### config.mk
export PLATFORM = sky130hd
export DESIGN_NAME = tri_seg_serializer
export DESIGN_NICKNAME = d
export VERILOG_FILES = /design/src/rtl/tri_seg_serializer.sv
export SDC_FILE = /design/constraint.sdc
export NUM_CORES = 1
export LEC_CHECK = 0
export BUFFER_PORTS_ARGS = -buffer_cell sky130_fd_sc_hd__clkbuf_2
export CORE_UTILIZATION = 40
export DETAILED_ROUTE_END_ITERATION = 6
export GPL_ROUTABILITY_DRIVEN = 0
export PLACE_DENSITY = 0.65
export RECOVER_POWER = 25
export SETUP_SLACK_MARGIN = 0.15
export SYNTH_ARGS = -nofsm -noshare
export SYNTH_HDL_FRONTEND = slang
export SYNTH_SLANG_ARGS = --single-unit
### constraint.sdc
create_clock -name clk -period 1.3 [get_ports clk]
set_input_delay 0.26 -clock clk [delete_from_list [all_inputs] [get_ports clk]]
set_output_delay 0.26 -clock clk [all_outputs]
set_load 0.05 [all_outputs]
### src/rtl/tri_seg_serializer.sv
// Splits a triangular packed word (segment i is i bits wide) into N indexed beats, lowest segment first.
// Optional TRI_SER_UNIFORM_CHECK_EN adds out_uniform, flagging segments whose bits are all equal.
module tri_seg_serializer #(
    parameter int N = 4
) (
    input  logic                           clk,
    input  logic                           rst_n,
    input  logic                           in_valid,
    output logic                           in_ready,
    input  logic [N*(N+1)/2-1:0]           in_data,
    output logic                           out_valid,
    input  logic                           out_ready,
    output logic [N-1:0]                   out_data,
    output logic [$clog2(N+1)-1:0]         out_idx,
    output logic                           out_last
`ifdef TRI_SER_UNIFORM_CHECK_EN
    ,
    output logic                           out_uniform
`endif
);

    localparam int TW    = N * (N + 1) / 2;
    localparam int IW    = $clog2(N + 1);
    localparam int DEPTH = 1 << IW;

    typedef enum logic [0:0] {
        S_IDLE = 1'b0,
        S_SEND = 1'b1
    } state_t;

    state_t          state_q, state_d;
    logic [TW-1:0]   word_q, word_d;
    logic [IW-1:0]   idx_q, idx_d;
    logic [N-1:0]    data_q, data_d;
    logic            valid_q, valid_d;
    logic            last_q, last_d;

    logic [IW-1:0]   nxt_idx;
    logic [N-1:0]    seg_w [DEPTH];
    logic            accept;
    logic            beat;

    // Table of every segment of the held word, indexed directly by the IW-bit index.
    for (genvar g = 0; g < DEPTH; g++) begin : g_seg
        if (g >= 1 && g <= N) begin : g_real
            localparam int BASE = g * (g - 1) / 2;
            assign seg_w[g] = N'(word_q[BASE +: g]);
        end else begin : g_pad
            assign seg_w[g] = '0;
        end
    end

`ifdef TRI_SER_UNIFORM_CHECK_EN
    logic [DEPTH-1:0] uni_w;
    logic             uni_q, uni_d;

    for (genvar g = 0; g < DEPTH; g++) begin : g_uni
        if (g >= 1 && g <= N) begin : g_real
            localparam int BASE = g * (g - 1) / 2;
            assign uni_w[g] = (&word_q[BASE +: g]) | ~(|word_q[BASE +: g]);
        end else begin : g_pad
            assign uni_w[g] = 1'b0;
        end
    end

    assign out_uniform = uni_q;
`endif

    assign in_ready = (state_q == S_IDLE) | ((state_q == S_SEND) & last_q & out_ready);
    assign accept   = in_valid & in_ready;
    assign beat     = valid_q & out_ready;
    assign nxt_idx  = idx_q + IW'(1);

    always_comb begin
        state_d = state_q;
        word_d  = word_q;
        idx_d   = idx_q;
        data_d  = data_q;
        valid_d = valid_q;
        last_d  = last_q;
`ifdef TRI_SER_UNIFORM_CHECK_EN
        uni_d   = uni_q;
`endif
        if (accept) begin
            // Fresh word: segment 1 is just bit 0 of the incoming data.
            state_d = S_SEND;
            word_d  = in_data;
            idx_d   = IW'(1);
            data_d  = N'(in_data[0]);
            valid_d = 1'b1;
            last_d  = (N == 1);
`ifdef TRI_SER_UNIFORM_CHECK_EN
            uni_d   = 1'b1;
`endif
        end else if (state_q == S_SEND && beat) begin
            if (last_q) begin
                state_d = S_IDLE;
                idx_d   = '0;
                data_d  = '0;
                valid_d = 1'b0;
                last_d  = 1'b0;
`ifdef TRI_SER_UNIFORM_CHECK_EN
                uni_d   = 1'b0;
`endif
            end else begin
                idx_d   = nxt_idx;
                data_d  = seg_w[nxt_idx];
                last_d  = (nxt_idx == IW'(N));
`ifdef TRI_SER_UNIFORM_CHECK_EN
                uni_d   = uni_w[nxt_idx];
`endif
            end
        end
    end

    always_ff @(posedge clk or negedge rst_n) begin
        if (!rst_n) begin
            state_q <= S_IDLE;
            word_q  <= '0;
            idx_q   <= '0;
            data_q  <= '0;
            valid_q <= 1'b0;
            last_q  <= 1'b0;
`ifdef TRI_SER_UNIFORM_CHECK_EN
            uni_q   <= 1'b0;
`endif
        end else begin
            state_q <= state_d;
            word_q  <= word_d;
            idx_q   <= idx_d;
            data_q  <= data_d;
            valid_q <= valid_d;
            last_q  <= last_d;
`ifdef TRI_SER_UNIFORM_CHECK_EN
            uni_q   <= uni_d;
`endif
        end
    end

    assign out_valid = valid_q;
    assign out_data  = data_q;
    assign out_idx   = idx_q;
    assign out_last  = last_q;

endmodule

==> impl_results.md, run 1 <==
- Tmin final: around 1400 ps
- Synth top area share: a little over half
- Syn nets: 81
- Fill cells: 151
- Pleak: 0.6830 nW
- Crit path DAT: between 1000 and 1500 ps
- Fin crit share: 106.7%
- Initial core utilization: 44.42%
- Die Ht: between 40 and 50 um
- Post-route cell area: between 1000 and 1500 um2
- Synthesized area: slightly above 900 um2
- Synth async-reset ratio: 100.0%
- Largest stage delay, worst path: 440 ps
- Post-synthesis register bit count: 19
- Int Pwr: 2.261 mW
- Vias in the first global route: around 650
- Worst EP required: 1040 ps
- Beginning of the worst hold path: in_data[3]
- Max IR drop VDD: ~1.6 mV
- Run status: finished, violations left
- Synth warn: 0
- Largest net degree at the start of global routing: 20
- Slowest CP cell: dfrtp_2
- Hold EP: word_q[3]
- Via count of the routed design: ~660
- ANT cells: 0
- Drt first pass iters: 2
- Die ar.: approximately 2500 um2
- Nets: approximately 120
- Post-synth EDFFs: 0
- Starting DRC count in detailed routing: 1
- Switching power: 1.498 mW
- Crit Path Class: flip-flop to primary output
- Top-level I/O count: 24
- Hold Vio Cnt, Final: 0
- R2r setup slk: -80 ps
- Syn-to-layout area delta: 58.90%
- Vias per cell: ~5.0
- Critical Path Fanout Max: 2
- Synth Instances: 65
- Maximum root-to-sink buffer count: 2
- R2r endpoint: out_data[1]
- Area of the multi-input gates: approximately 500 um2
- Crit path cell chain: a21bo_4 > clkbuf_16
- Largest area contributor in the netlist: dfrtp_1
- Syn Area/Cell: 13.96 um2
- RSZ-0062 raised after global routing: true
- Final setup skew: ~2.5 ps
- Setup WS pre-CTS: -81.33 ps
- Pwr dens: between 2000 and 3000 nW/um2
- Core Footprint: between 2000 and 2500 um2
- Reg2Reg Depth: 5
- DR WL/cell: between 10 and 15 um
- Synth cell types: 27
- Antenna violations before repair: 0
- Hold Path Cell Cnt: 2
- Placed Area: 1111 um2
- Most used DFF post-synth: dfrtp_1
- Failing checks: negative setup slack
- Number of slew-limit violations in the final report: 0
- Flop pwr share: about 28%
- Relative slew margins: 68.32%
- # DRC: 0
- Synth cell count leaders: 19 x dfrtp_1, 10 x mux2_4, 5 x inv_1, 4 x nand2_1
- Sequential fraction of the synthesis area: 52.41%
- Routed Antenna Nets: 0
- Top-count cell post-synth: dfrtp_1
- Synth area leaders: dfrtp_1 52%, mux2_4 17%, ha_1 2.8%, mux2i_4 2.5%, a221o_1 2.2%
- Hpwl dp: 1.202 mm
- Worst setup EP type: primary output
- Clock Power Share: roughly 7.9%
- Gr usage total: 16.44%
- CTS tree: built
- Clk sinks: 19
- Sequential cell area: 481.7 um2
- Global-route wire length before repair: between 3 and 4 mm
- Final cell utilization of the core: 70.59%
- DIE WIDTH: just under 50 um
- Switching Fraction: between 30 and 40%
- Grt total ovfl: 0
- CTS Buf Count: 3
- Worst Hold Class: primary input to flip-flop
- Combinational Power Share: a little under two thirds
- Worst r2r src: out_idx[0]
- Port bufs: 23
- Share of cells above drive strength 1: between 60% and 70%
- Routed WL: around 1.9 mm
- Worst slew pin tran: 475.2 ps
- Setup ws final: -86.88 ps
- Worst Setup Start Kind: flip-flop
- Worst skew pair latency: between 200 and 300 ps
- Final Setup Violations: 12
- Clock transition at the registers of the reported paths: around 110 ps
- Root Buffer Master: clkbuf_4
- Max H-tree Level: 1
- Max-Cap Viols: 0
- Fmax: just over 0.7 GHz
- FP Rows: 16
registers in the layout (all words and copies together), names as in the netlist:
register	count
word_q	10
out_data	4
out_idx	3
out_last	1
out_valid	1
cell usage in the layout (no fill, tap or decap), types with 2 or more instances in the layout:
master	Yosys	routed
dfrtp_1	19	14
clkbuf_2	0	13
mux2_4	10	10
buf_4	0	7
clkbuf_16	0	6
inv_1	5	5
dfrtp_2	0	5
buf_8	0	5
nand2_1	4	4
clkbuf_4	0	3
o21ai_1	2	2
mux2i_1	2	2
nand2_8	1	2
a221o_1	2	2
ha_4	0	2
buf_6	0	2
power groups by stage:
stage                     clock network [mW]  registers [mW]  logic (mW)
after floorplan                            0            1.40        1.02
after global placement                     0            1.06        1.70
after detailed placement                   0            1.08        1.72
after CTS                              0.301            1.06        2.22
after global routing                   0.332            1.11        2.53
final                                  0.297            1.07        2.39
worst max-delay path: cells and delay by family, from the launching register on:
kind / cells / cell delay (ps)
AOI/OAI and AO/OA: 1 / 230
buffers and inverters: 1 / 170
DFF: 1 / 440
logic make-up after synthesis:
kind of cell	share of synthesized area (%)
simple gates	9.378
fa+ha+maj	2.758
mux	21.24
buf+inv	2.620
compound gates	11.59
flops	52.41
final cells by class:
| type | count | share of cell area (%) |
|---|---|---|
| flip-flops and latches | 19 | 33.42 |
| well taps | 27 | 2.344 |
| repair buffers | 34 | 26.04 |
| inverters | 5 | 1.302 |
| multi-input cells | 42 | 35.07 |
| clock buffers | 4 | 1.823 |
metrics by stage:
stage               total power [mW]  std cells  hold WS [ps]  setup TNS [ps]
CTS                            3.579        126         186.7          -409.8
detailed placement             2.798        116         240.9          -216.2
global route                   3.973        131         179.5          -984.4
finish                         3.759        131         188.8          -387.8
global placement               2.758        116         230.4          -135.3
floorplan                      2.423         65        -35.59           -2292
per-layer routing:
| metal | track usage [%] | vias to the layer above | wire length (um) |
|---|---|---|---|
| li1 | - | 323 | - |
| met1 | 22.68 | 319 | 908 |
| met2 | 26.35 | 15 | 948 |
| met3 | 4.012 | 2 | 58 |
| met4 | 2.857 | 0 | 6 |
| met5 | 0 | - | 0 |
what timing repair did:
action / 4_1_cts / 5_1_grt
pin swaps: 3 / 2
cloned: 1 / 1
hold buffers: 1 / 0
hold endpoints to repair: 19 / 0
endpoints found under the setup margin: 24 / 28
buffers inserted: 4 / 4
resized for setup: 30 / 9
worst max-delay path by stage:
stage | start | end | cells after the start
floorplan | out_idx[0] | out_data[1] | 4
global placement | out_idx[0] | out_data[1] | 4
global route | out_idx[0] | out_data[1] | 4
detailed placement | out_idx[0] | out_data[1] | 4
finish | out_last | in_ready | 2
CTS | out_last | in_ready | 2
Note: power is estimated with default switching activity, not from simulation.
==> run 2: changes to the inputs <==
Settings changed: ABC_AREA set to 1.
==> run 2 against run 1 <==
Against the previous run: the run still ends with negative setup slack left; non-clock buffer count increased by 2; worst hold slack worse by 34 ps; cell area down 6.7%; global-route usage rose by 1.1 points; largest power group unchanged; clock-buffer cell count did not move; sequential share of layout area rose by 2.4 points; maximum frequency shrank 0.56%; sequential power about the same.
==> impl_results.md, run 2 <==
- Antenna violations before repair: 0 (unchanged)
- Pwr Total: 3.542 mW (-5.8%)
- Slowest CP cell: dfrtp_2
- Initial core utilization: 44.25% (-0.18 points)
- Worst EP required: 1040 ps (about the same)
- Most used DFF post-synth: dfrtp_1
- Synth Instances: 105 (+62%)
- Share of cells above drive strength 1: 43.06% (-18 points)
- Crit path cell chain: buf_4 > buf_6 > clkbuf_16
- # DRC: 0 (unchanged)
- Tmin final: 1395 ps (+7.761 ps)
- Grt total ovfl: 0 (unchanged)
- FP Rows: 16 (unchanged)
- Hold Vio Cnt, Final: 0 (unchanged)
- Top-level I/O count: 24 (unchanged)
- Largest stage delay, worst path: 440 ps (about the same)
- Pleak: 0.6893 nW (+0.93%)
- Worst Hold Class: primary input to flip-flop
- Max IR drop VDD: 1.390 mV (-10%)
- R2r endpoint: out_data[0]
- Final setup skew: 3.840 ps (+1.329 ps)
- Fill cells: 167 (+11%)
- Largest reg by FF count: word_q
- Failing checks: negative setup slack
- Vias in the first global route: 785 (+22%)
- Sequential fraction of the synthesis area: 53.15% (+0.73 points)
- Die ar.: 2430 um2 (-1.3%)
- Setup WS pre-CTS: -22.06 ps (+59.27 ps)
- Crit path DAT: 1130 ps (about the same)
- Global-route wire length before repair: 3.270 mm (+8.2%)
- Synth warn: 0 (unchanged)
- Core Footprint: 2022 um2 (-0.98%)
- Largest net degree at the start of global routing: 20 (unchanged)
- Relative slew margins: 68.11% (-0.21 points)
- Final Setup Violations: 6 (-6)
- Crit Path Class: flip-flop to primary output
- Clock transition at the registers of the reported paths: 100 ps (about the same)
- Via count of the routed design: 800 (+21%)
- Worst slew pin tran: 478.4 ps (+3.188 ps)
- Root Buffer Master: clkbuf_4
- Top-count cell post-synth: nand2_1
- Synth cell types: 18 (-33%)
- Synth cell count leaders: 39 x nand2_1, 19 x dfrtp_1, 13 x inv_1, 8 x nand3_1, 7 x o21ai_0
- CTS Buf Count: 3 (unchanged)
- Max-Cap Viols: 0 (unchanged)
- Fmax: 0.7170 GHz (-0.56%)
- Placed Area: 1089 um2 (-2.0%)
- Maximum root-to-sink buffer count: 2 (unchanged)
- Post-synthesis register bit count: 19 (unchanged)
- Pwr dens: 2633 nW/um2 (+0.99%)
- Syn-to-layout area delta: 50.35%
- Worst r2r src: out_idx[1]
- Max H-tree Level: 1 (unchanged)
- RSZ-0062 raised after global routing: true
- Synth async-reset ratio: 100.0% (unchanged)
- Critical Path Fanout Max: 2 (unchanged)
- Post-route cell area: 1345 um2 (-6.7%)
- Hold Path Cell Cnt: 3 (+1)
- Synth top area share: 53.15% (+0.73 points)
- CTS tree: built
- Die Ht: 49.29 um (-0.67%)
- Most common cell after layout, fill and taps aside: nand2_1
- Largest area contributor in the netlist: dfrtp_1
- Hpwl dp: 1.334 mm (+11%)
- Post-synth EDFFs: 0 (unchanged)
- Syn nets: 121 (+49%)
- Clk sinks: 19 (unchanged)
- Crit path max-delay family: flip-flops
- Port bufs: 23 (unchanged)
- Reg2Reg Depth: 8 (+3)
- Worst setup EP type: primary output
- Bufs and invs on worst path: 3 (+2)
- DIE WIDTH: 49.29 um (-0.67%)
- Hold EP: word_q[5]
- DR WL/cell: 11.54 um (-21%)
- Worst Setup Start Kind: flip-flop
- Largest register FFs: 10 (unchanged)
- Number of slew-limit violations in the final report: 0 (unchanged)
- R2r setup slk: -40 ps (+40 ps)
- Run status: finished, violations left
- Beginning of the worst hold path: in_data[5]
- Worst skew pair latency: 290 ps (about the same)
- Starting DRC count in detailed routing: 7 (+6)
- Routed WL: 1.974 mm (+2.7%)
- Routed Antenna Nets: 0 (unchanged)
- Vias per cell: 4.678 (-7.0%)
- Nets: 161 (+33%)
- Drt first pass iters: 4 (+2)
- Gr usage total: 17.56% (+1.1 points)
- WHS: 154.4 ps (-34.33 ps)
- ANT cells: 0 (unchanged)
- Syn Area/Cell: 8.520 um2 (-39%)
- Fin crit share: 107.3% (+0.60 points)
- Synth area leaders: dfrtp_1 53%, nand2_1 16%, inv_1 5.5%, nand3_1 4.5%, o21ai_0 3.9%
- Setup ws final: -94.64 ps (-7.761 ps)
- Synthesized area: 894.6 um2 (-1.4%)
- Most frequent cells in the layout: 34 x nand2_1, 14 x dfrtp_1, 13 x clkbuf_2
- Worst path depth: 3 (+1)
==> run 2: repair_timing <==
action | 4_1_cts | 5_1_grt
resized for setup | 26 | 14
endpoints found under the setup margin | 16 | 28
hold buffers | 1 | 0
hold endpoints to repair | 19 | 0
pin swaps | 1 | 2
setup buffers | 3 | 6
==> run 2: worst max-delay path by stage <==
stage               start          end  slack, ps
2_1_floorplan  out_idx[0]  out_data[0]       -140
3_3_place_gp   out_idx[1]  out_data[0]         10
3_5_place_dp   out_idx[1]  out_data[0]        -20
4_1_cts        out_idx[1]  out_data[1]        -40
5_1_grt        out_idx[1]  out_data[0]       -160
6_report       out_idx[1]   out_idx[1]        -90
==> run 2: per-stage QoR <==
step	setup TNS, ps	std cells	utilization [%]
after floorplan	-341.3	105	-
after global placement	0	157	53.84
after detailed placement	-41.89	157	53.84
after CTS	-173.3	165	62.62
after global routing	-696.6	171	66.52
final	-234.2	171	66.52
==> run 2: area by class of cell <==
| class | count | area, um2 | share of cell area, % |
|---|---|---|---|
| multi-input combinational | 70 | 407.9 | 30.33 |
| sequential | 19 | 481.7 | 35.81 |
| timing repair buffer | 36 | 336.6 | 25.02 |
| tap | 27 | 33.78 | 2.512 |
| clock buffer | 4 | 26.28 | 1.953 |
| inverter | 15 | 58.81 | 4.372 |
==> run 2: cells by family (layout without fill, tap and decap cells) <==
kind of cell | Yosys count | after routing | share of synthesized area (%)
simple gates | 54 | 54 | 25.59
flops | 19 | 19 | 53.15
buf+inv | 16 | 55 | 7.553
compound gates | 14 | 14 | 10.91
fa+ha+maj | 2 | 2 | 2.797
==> run 2: worst register-to-register path: stages (launching register included) <==
cell and delay (ps):
dfrtp_2 440, ha_4 170, ha_4 270, inv_4 50
nand2_2 50, nand2_1 40, nor2_1 80, nand2_1 70
a21oi_2 110
==> run 2: routing by layer <==
metal,wire [um],GRT usage [%],vias to the layer above,part of all wire [%]
met2,1028,31.28,19,52
li1,-,-,414,-
met5,0,0,-,0
met4,0,4.412,0,0
met1,878,21.23,367,44
met3,67,3.738,0,3.4
==> run 2: report_power, final <==
part	internal [mW]	total, mW	switching (mW)
registers	0.861	1.04	0.179
clock network	0.119	0.284	0.165
logic	0.978	2.22	1.24
total	1.96	3.54	1.58
==> run 3: changes to the inputs <==
--- a/config.mk
+++ b/config.mk
@@ -7,5 +7,5 @@
 export LEC_CHECK = 0
-export ABC_AREA = 1
 export BUFFER_PORTS_ARGS = -buffer_cell sky130_fd_sc_hd__clkbuf_2
 export CORE_UTILIZATION = 40
+export CTS_BUF_LIST = sky130_fd_sc_hd__clkbuf_8
 export DETAILED_ROUTE_END_ITERATION = 6
--- a/constraint.sdc
+++ b/constraint.sdc
@@ -3,2 +3,2 @@
 set_output_delay 0.26 -clock clk [all_outputs]
-set_load 0.05 [all_outputs]
+set_load 0.01 [all_outputs]
==> run 3 against run 2 <==
Against the previous run: the flow still finishes with violations (negative setup slack); critical endpoint is now out_data[1]; maximum frequency fell by 1.2%; critical path type is now flip-flop to flip-flop; sequential power barely moved; combinational power fell by 27%; final cell count fell by 26%.
==> impl_results.md, run 3 (synthesis gave the netlist of run 1 again) <==
- Combinational Power Share: 52.1% (-10 points)
- Layout Cells excl Fill: 126 (-26%)
- Critical Path Fanout Max: 5 (+3)
- Nets: 116 (-28%)
- Tmin final: 1411 ps (+16.68 ps)
- Worst setup EP type: flip-flop
- Grt total ovfl: 0 (unchanged)
- Switching power: 1.076 mW (-32%)
- Routed Antenna Nets: 0 (unchanged)
- Failing checks: negative setup slack
- Pleak: 0.6187 nW (-10%)
- Flop pwr share: 34.2% (+4.8 points)
- Starting DRC count in detailed routing: 10 (+3)
- Largest reg by FF count: word_q
- Root Buffer Master: clkbuf_8
- Antenna violations before repair: 0 (unchanged)
- CTS tree: built
- Clock transition at the registers of the reported paths: 70 ps (-30 ps)
- Drt first pass iters: 4 (unchanged)
- Fmax: 0.7086 GHz (-1.2%)
- Sequential cell area: 479.2 um2 (-0.52%)
- Clock Power Share: 13.7% (+5.7 points)
- DIE WIDTH: 49.62 um (+0.67%)
- Max IR drop VDD: 1.264 mV (-9.0%)
- Largest net degree at the start of global routing: 20 (unchanged)
- Gr usage total: 15.83% (-1.7 points)
- FP Rows: 16 (unchanged)
- Port bufs: 23 (unchanged)
- Crit path DAT: 1610 ps (+480 ps)
- Post-route cell area: 1259 um2 (-6.4%)
- R2r setup slk: -110 ps (-70 ps)
- Number of slew-limit violations in the final report: 0 (unchanged)
- Die ar.: 2462 um2 (+1.3%)
- Worst Hold Class: primary input to flip-flop
- Area of the multi-input gates: 466.7 um2 (+14%)
- Final Setup Violations: 5 (-1)
- Vias in the first global route: 626 (-20%)
- DR WL/cell: 13.52 um (+17%)
- Worst Setup Start Kind: flip-flop
- Max H-tree Level: 1 (unchanged)
- Relative slew margins: 68.17% (about the same)
- Fin crit share: 108.6% (+1.3 points)
- Via count of the routed design: 635 (-21%)
- WHS: 225.5 ps (+71.13 ps)
- CP dominant cell by count: ha_4
- Die Ht: 49.62 um (+0.67%)
- Largest register FFs: 10 (unchanged)
- RSZ-0062 raised after global routing: true
- Final cell utilization of the core: 61.64% (-4.9 points)
- Max-Cap Viols: 0 (unchanged)
- Slowest CP cell: dfrtp_2
- Post-Place Cells: 116 (-26%)
- Worst EP required: 1500 ps (+460 ps)
- Routed WL: 1.703 mm (-14%)
- Top-level I/O count: 24 (unchanged)
- Worst skew pair latency: 260 ps (-30 ps)
- Maximum root-to-sink buffer count: 2 (unchanged)
- Setup ws final: -111.3 ps (-16.68 ps)
- CTS Buf Count: 3 (unchanged)
- Final setup skew: 0.8711 ps (-2.969 ps)
- Global-route wire length before repair: 2.829 mm (-13%)
- Core Footprint: 2042 um2 (+0.99%)
- Hpwl dp: 1.193 mm (-11%)
- Hold Vio Cnt, Final: 0 (unchanged)
- Fill cells: 185 (+11%)
- Int Pwr: 2.011 mW (+2.7%)
- Pwr Total: 3.088 mW (-13%)
- Initial core utilization: 44.42% (+0.18 points)
- Switching Fraction: 34.86% (-9.9 points)
- Pwr dens: 2453 nW/um2 (-6.8%)
- Crit path cell chain: ha_4 > ha_4 > nor4_4 > a221o_1
- Vias per cell: 5.040 (+7.7%)
- Placed Area: 1102 um2 (+1.3%)
- Worst slew pin tran: 477.4 ps (-0.9892 ps)
- Run status: finished, violations left
- Largest stage delay, worst path: 420 ps (-20 ps)
- Most common cell after layout, fill and taps aside: clkbuf_2
- Syn-to-layout area delta: 38.76%
- Clk sinks: 19 (unchanged)
- Crit Path Class: flip-flop to flip-flop
- # DRC: 0 (unchanged)
- ANT cells: 0 (unchanged)
- Most frequent cells in the layout: 19 x clkbuf_2, 16 x dfrtp_1, 10 x mux2_4
- Share of cells above drive strength 1: 57.58% (+15 points)
-- run 3: area by class of cell --
| class | instances | share of cell area (%) |
|---|---|---|
| Clock buffer | 3 | 3.280 |
| Clock inverter | 1 | 0.3976 |
| Inverter | 5 | 1.491 |
| Multi-Input combinational cell | 40 | 37.08 |
| Sequential cell | 19 | 38.07 |
| Tap cell | 27 | 2.684 |
| Timing Repair Buffer | 31 | 17.00 |
-- run 3: what timing repair did --
item / 4_1_cts / 5_1_grt
hold endpoints to repair: 19 / 0
resized for setup: 4 / 12
pin swaps: 4 / 4
hold buffers: 1 / 0
setup endpoints to repair: 18 / 20
buffers inserted: 2 / 3
-- run 3: through the flow --
stage	setup slack [ps]	setup TNS, ps
2_1_floorplan	-61.02	-162.9
3_3_place_gp	-48.08	-130.0
3_5_place_dp	-79.22	-209.0
4_1_cts	-82.79	-286.1
5_1_grt	-161.6	-612.5
6_report	-111.3	-331.1
-- run 3: worst paths after layout --
path	startpoint	cells past startpoint	endpoint
min	in_data[6]	2	word_q[6]
max reg2reg	out_idx[1]	4	out_data[1]
max in group asynchronous	rst_n	2	out_idx[1]
max	out_idx[1]	4	out_data[1]
min reg2reg	out_data[0]	2	out_data[0]
min in group asynchronous	rst_n	2	out_idx[2]
-- run 3: routing by layer --
metal | vias up | global-route usage (%) | routed length, um
li1 | 307 | - | -
met1 | 305 | 20.24 | 820
met2 | 18 | 24.55 | 774
met3 | 5 | 3.704 | 71
met4 | 0 | 8.571 | 37
met5 | - | 0 | 0
-- run 3: power by group through the flow --
stage	registers, mW	clock network, mW	logic (mW)
floorplan	1.07	0	0.972
global placement	1.05	0	1.33
detailed placement	1.06	0	1.35
CTS	1.05	0.426	1.43
global route	1.09	0.454	1.75
finish	1.06	0.422	1.61
-- run 3: critical path: cells and delay by family (launching register included) --
kind            cells  cell delay (ps)
compound gates      1              210
fa+ha+maj           2              400
flops               1              420
simple gates        1              310
